$ cat src/rtl/spi_frame_packer.sv
// Packs CCU result bytes into SYNC, LEN, payload, CKSUM packets for spi_send.
// Ports: s_axis_* payload in, m_axis_* packet out, frame_overflow, frames_sent.
module spi_frame_packer #(
  parameter int          MAX_LEN = 64,
  parameter logic [7:0]  SYNC    = 8'hA5
) (
  input  logic        axis_aclk,
  input  logic        axis_aresetn,
  input  logic [7:0]  s_axis_tdata,
  input  logic        s_axis_tvalid,
  output logic        s_axis_tready,
  input  logic        s_axis_tlast,
  output logic [7:0]  m_axis_tdata,
  output logic        m_axis_tvalid,
  input  logic        m_axis_tready,
  output logic        m_axis_tlast,
  output logic        frame_overflow,
  output logic [15:0] frames_sent
);

  localparam int AW = (MAX_LEN > 1) ? $clog2(MAX_LEN) : 1;
  localparam logic [7:0] LAST_IDX = 8'(MAX_LEN - 1);

  typedef enum logic [2:0] {
    COLLECT, DROP, HDR_SYNC, HDR_LEN, PAYLOAD, CKSUM
  } state_t;

  state_t state, state_nxt;

  logic [7:0] mem [MAX_LEN];
  logic [7:0] wr_cnt;
  logic [7:0] rd_idx;
  logic [7:0] sum;
  logic [7:0] cksum;

  logic       in_hs;
  logic       out_hs;
  logic       pay_end;

  logic [7:0] data_nxt;
  logic       valid_nxt;
  logic       last_nxt;
  logic [7:0] rd_nxt;

  assign in_hs   = s_axis_tvalid && s_axis_tready;
  assign out_hs  = m_axis_tvalid && m_axis_tready;
  assign cksum   = 8'd0 - (wr_cnt + sum);
  // rd_idx points at the byte to load next, so it
  // equals LEN while the final payload byte is on the bus.
  assign pay_end = (rd_idx == wr_cnt);

  always_ff @(posedge axis_aclk or negedge axis_aresetn) begin
    if (!axis_aresetn) state <= COLLECT;
    else               state <= state_nxt;
  end

  always_comb begin
    state_nxt = state;
    unique case (state)
      COLLECT: begin
        if (in_hs) begin
          if (s_axis_tlast)            state_nxt = HDR_SYNC;
          else if (wr_cnt == LAST_IDX) state_nxt = DROP;
        end
      end
      DROP: begin
        if (in_hs && s_axis_tlast) state_nxt = HDR_SYNC;
      end
      HDR_SYNC: if (out_hs) state_nxt = HDR_LEN;
      HDR_LEN:  if (out_hs) state_nxt = PAYLOAD;
      PAYLOAD:  if (out_hs && pay_end) state_nxt = CKSUM;
      CKSUM:    if (out_hs) state_nxt = COLLECT;
      default:  state_nxt = COLLECT;
    endcase
  end

  // Next value of the registered master outputs. Each
  // handshake loads the following byte, so the buffer
  // read is effectively prefetched and no bubbles occur.
  always_comb begin
    data_nxt  = m_axis_tdata;
    valid_nxt = m_axis_tvalid;
    last_nxt  = m_axis_tlast;
    rd_nxt    = rd_idx;
    unique case (state)
      COLLECT, DROP: begin
        if (state_nxt == HDR_SYNC) begin
          valid_nxt = 1'b1;
          data_nxt  = SYNC;
        end
      end
      HDR_SYNC: begin
        if (out_hs) data_nxt = wr_cnt;
      end
      HDR_LEN: begin
        if (out_hs) begin
          data_nxt = mem[0];
          rd_nxt   = 8'd1;
        end
      end
      PAYLOAD: begin
        if (out_hs) begin
          if (pay_end) begin
            data_nxt = cksum;
            last_nxt = 1'b1;
          end else begin
            data_nxt = mem[rd_idx[AW-1:0]];
            rd_nxt   = rd_idx + 8'd1;
          end
        end
      end
      CKSUM: begin
        if (out_hs) begin
          valid_nxt = 1'b0;
          last_nxt  = 1'b0;
          data_nxt  = 8'h00;
          rd_nxt    = 8'd0;
        end
      end
      default: begin
        valid_nxt = 1'b0;
        last_nxt  = 1'b0;
      end
    endcase
  end

  always_ff @(posedge axis_aclk or negedge axis_aresetn) begin
    if (!axis_aresetn) begin
      m_axis_tdata   <= 8'h00;
      m_axis_tvalid  <= 1'b0;
      m_axis_tlast   <= 1'b0;
      s_axis_tready  <= 1'b0;
      frame_overflow <= 1'b0;
      frames_sent    <= 16'h0000;
      wr_cnt         <= 8'd0;
      rd_idx         <= 8'd0;
      sum            <= 8'd0;
    end else begin
      m_axis_tdata   <= data_nxt;
      m_axis_tvalid  <= valid_nxt;
      m_axis_tlast   <= last_nxt;
      rd_idx         <= rd_nxt;
      s_axis_tready  <= (state_nxt == COLLECT) ||
                        (state_nxt == DROP);
      frame_overflow <= (state == DROP) && in_hs &&
                        s_axis_tlast;
      if (state == COLLECT && in_hs) begin
        wr_cnt <= wr_cnt + 8'd1;
        sum    <= sum + s_axis_tdata;
      end
      if (state == CKSUM && out_hs) begin
        frames_sent <= frames_sent + 16'd1;
        wr_cnt      <= 8'd0;
        sum         <= 8'd0;
      end
    end
  end

  always_ff @(posedge axis_aclk) begin
    if (state == COLLECT && in_hs)
      mem[wr_cnt[AW-1:0]] <= s_axis_tdata;
  end

endmodule

$ cat config.mk
export PLATFORM = sky130hd
export DESIGN_NAME = spi_frame_packer
export DESIGN_NICKNAME = d
export VERILOG_FILES = /design/src/rtl/spi_frame_packer.sv
export SDC_FILE = /design/constraint.sdc
export NUM_CORES = 1
export LEC_CHECK = 0
export ABC_AREA = 1
export CORE_ASPECT_RATIO = 1.4
export CORE_UTILIZATION = 59
export CTS_BUF_LIST = sky130_fd_sc_hd__clkbuf_4 sky130_fd_sc_hd__clkbuf_8
export DETAILED_ROUTE_END_ITERATION = 8
export GPL_TIMING_DRIVEN = 0
export PLACE_DENSITY = 0.79
export SLEW_MARGIN = 5
export SYNTH_ARGS = -nofsm -noshare
export SYNTH_HDL_FRONTEND = slang
export SYNTH_SLANG_ARGS = --single-unit
$ cat constraint.sdc
create_clock -name axis_aclk -period 3 [get_ports axis_aclk]
set_input_delay 0.6 -clock axis_aclk [delete_from_list [all_inputs] [get_ports axis_aclk]]
set_output_delay 0.6 -clock axis_aclk [all_outputs]
set_load 0.005 [all_outputs]
==> results.toml <==
[status]
run_status = "complete, but fails checks"
failed_checks = "negative setup slack"

[power]
peakVddDrop_mv = 0.5742
power_density_nw_per_um2 = 935.6
power_leakage_nw = 10.07

[placed_design]
numPlacedInstances = 2751
detail_placement_hpwl_um = 58240
numPortBuffers = 40
gpl.final_weighted_congestion = 1.068

[detailed_routing]
vias = 18965
first_iter_violations = 2821
detailedRoute.firstPassIterationCount = 6
wl_um = 88150
post-route-drc-count = 0
detail_route.vias_per_cell = 6.524
postRouteAntennaNets = 0
avgRoutedWirePerCell_um = 30.32

[synthesis]
synthesized_area_sq_um = 24220
synth_fp_nets = 2205
yosys_register_bits = 567
ys_top_cells_by_area = "sky130_fd_sc_hd__edfxtp_1, sky130_fd_sc_hd__nand2_1, sky130_fd_sc_hd__dfrtp_1"
synthesis.area_per_instance_sq_um = 11.17
synth.yosys.seq_area_share_pct = 69.17
top_area_cell_type_share_of_the_netlist_area_pct = 63.49
synth.lib_cells_used.distinct = 45
synth_top_cell_by_area = "sky130_fd_sc_hd__edfxtp_1"
synthCells = 2167
synthesis.yosys.warnings = 0

[die]
start_util_pct = 59.96
die_area_sq_um = 41870
core_area_sq_um = 40390
die_height_um = 241.7
dieWidth_um = 173.2
fp-row-count = 87
number_of_ports_placed_on_the_die_boundary = 41

[cts]
cts_tree = "yes"
cts_buffer_depth = 3
clock_latency_ns = 0.69
clock_tree.root_cell = "sky130_fd_sc_hd__clkbuf_8"
clock-sinks = 567
clock_tree.htree_level_count = 3
cts.clk_slew.worst_paths_ns = 0.07
cts-buffers-inserted = 83

[grt]
largest_net_degree_at_the_start_of_global_routing = 50
number_of_antenna_violations_at_the_first_check_in_global_routing = 3
first_global_vias = 17950
global_route.usage.total_pct = 42.35
wire_length_of_the_first_global_routing_pass_um = 123500
grt.overflow.total = 0

[timing]
setup_viol = 242
timing.final.crit_share_pct = 109.5
max_slew_margin_pct = 21.06
fin_ws_ns = -0.2854
rsz0062_at_grt = "yes"
max_freq_ghz = 0.3044
fin_worst_skew_ns = 0.05096
timing.final.max_slew_violations = 0
post-route-min-period_ns = 3.285
worst_slew_pin_slew_ns = 1.184
finalHoldViolCount = 0
totalNegativeSetupSlack_ns = -20.92

[setup_path]
critical_path_buf_inv_count = 2
worstSetupStartpoint = "state[2]$_DFF_PN0_"
crit_family = "simple AND/OR/NAND/NOR gates"
worst_path_largest_cell_delay_ns = 0.96
worst_setup_path_end_kind = "register"
critical_path.cell_chain = "buf_2, inv_1, nand3_1, nor2_1, nand2_1, nor2_1"
path_type_of_the_worst_setup_path = "reg -> reg"
crit_path_arrival_time_ns = 3.59
timing.rr.start = "state[2]$_DFF_PN0_"
timing.critical_path.slowest_stage_cell = "sky130_fd_sc_hd__nor2_1"
critPathMostFrequentCell = "sky130_fd_sc_hd__nor2_1"
worst-path-max-fanout = 9
start_kind = "register"
worstPathRequired_ns = 3.30

[finish]
finalCoreUtilization_pct = 67.76
syn2layout_area_growth_pct = 13.01
fin_nets = 2341
layoutNonFillerInstCount = 2907
drive_above_1_share_pct = 13.80

[flow_run]
cap_viol_max_count = 0

[min_path]
hold_path.class = "in -> reg"
worst_hold_startpoint = "s_axis_tdata[0]"
layout make-up:
type	instances	area, sq um
Timing Repair Buffer	51	553.0
Antenna cell	4	10.01
Tap cell	534	668.1
Multi-Input combinational cell	1411	6915
Inverter	80	302.8
Buffer	109	555.5
Clock inverter	36	215.2
Sequential cell	567	16750
Clock buffer	115	1395
Fill cell	2988	13020
cell usage after synthesis, drive strengths merged:
master / instances
xor2: 25
xnor2: 6
ha: 23
inv: 77
nor3: 13
o22ai: 6
nor2: 319
o41ai: 1
and3: 1
nor3b: 1
clkbuf: 19
o21ai: 155
a221oi: 2
nand3: 253
nand4: 11
buf: 90
clkinv: 3
dfrtp: 55
o211ai: 27
o21bai: 1
o21a: 1
a22oi: 6
o2111ai: 1
a31oi: 2
edfxtp: 512
nand2: 479
fa: 2
a21boi: 2
nor4: 2
and2: 1
o31ai: 6
or2: 9
a21oi: 56
kinds of logic after synthesis:
family          after synthesis  synth area share (%)
simple gates               1089                 18.79
flops                       567                 69.17
compound gates              266                 6.066
buf+inv                     189                 3.498
xor+xnor                     31                 1.121
fa+ha+maj                    25                 1.354
registers in the layout, summed over array words and instances, names as in the netlist:
signal and cells:
rd_idx 8, frame_overflow 1, mem 512, s_axis_tready 1, sum 8, m_axis_tlast 1, m_axis_tdata 8, wr_cnt 8
frames_sent 16, state 3, m_axis_tvalid 1
per-stage QoR:
step,area (sq um),power [mW],hold WS (ns),setup WS (ns)
6_report,27370,25.60,0.4291,-0.2854
5_1_grt,27360,26.13,0.4291,-0.2729
4_1_cts,27140,24.84,0.4027,-0.2601
3_5_place_dp,25430,18.78,0.4721,-0.9990
3_3_place_gp,25280,18.61,0.4652,-1.548
2_1_floorplan,24220,14.39,0.3044,0.8339
report_power, final:
group          switching (mW)  leakage (nW)  total, mW  internal, mW
combinational            7.84          3.93       10.4          2.54
clock                    3.09         0.853       6.21          3.12
sequential              0.156          5.29       9.01          8.86
repair_timing:
item                                    in CTS  in global routing
hold endpoints to repair                    19                  0
pin swaps                                    0                  0
gates resized for setup                     37                 54
hold buffers                                 1                  0
gates cloned                                 0                  0
buffers inserted                             0                  0
endpoints found under the setup margin     346                434
layer usage:
layer  vias to the layer above  share of wire (%)  GRT usage [%]
met5                         -              0.022              0
met4                         2                8.7          31.13
met3                       438                 14          11.82
met2                      1679                 45          65.71
met1                      8990                 32          50.85
li1                       7856                  -              -
cells in the final DEF, fill, tap and decap left out, types with 10 or more instances in the layout:
cell                              instances
sky130_fd_sc_hd__edfxtp_1               512
sky130_fd_sc_hd__nand2_1                475
sky130_fd_sc_hd__nor2_1                 264
sky130_fd_sc_hd__nand3_1                247
sky130_fd_sc_hd__o21ai_0                155
sky130_fd_sc_hd__clkbuf_8                85
sky130_fd_sc_hd__buf_2                   83
sky130_fd_sc_hd__inv_1                   69
sky130_fd_sc_hd__a21oi_1                 56
sky130_fd_sc_hd__dfrtp_1                 55
sky130_fd_sc_hd__clkdlybuf4s50_1         31
sky130_fd_sc_hd__clkbuf_4                30
sky130_fd_sc_hd__nor2_2                  28
sky130_fd_sc_hd__nor2_4                  27
sky130_fd_sc_hd__o211ai_1                27
sky130_fd_sc_hd__xor2_1                  25
sky130_fd_sc_hd__ha_1                    23
sky130_fd_sc_hd__clkinv_1                21
sky130_fd_sc_hd__clkbuf_1                18
sky130_fd_sc_hd__nand4_1                 10
sky130_fd_sc_hd__clkinv_2                10
worst register-to-register path: cells and delay by family (launching register included):
family                 cells  cell delay [ns]
DFF                        1             0.35
buffers and inverters      2             0.27
and+or+nand+nor            4             2.33
worst paths after layout:
| kind | slack (ns) | cells past startpoint | end |
|---|---|---|---|
| setup / recovery | -0.29 | 6 | mem[35][3]$_DFFE_PP_ |
| hold / removal | 0.43 | 1 | mem[32][0]$_DFFE_PP_ |
| setup reg to reg | -0.29 | 6 | mem[35][3]$_DFFE_PP_ |
| hold reg to reg | 0.49 | 2 | m_axis_tdata[3]$_DFFE_PN0P_ |
| max in group asynchronous | 1.95 | 3 | sum[2]$_DFFE_PN0P_ |
| min in group asynchronous | 0.44 | 2 | m_axis_tdata[4]$_DFFE_PN0P_ |
No activity file was read; power rests on OpenSTA's default activity.
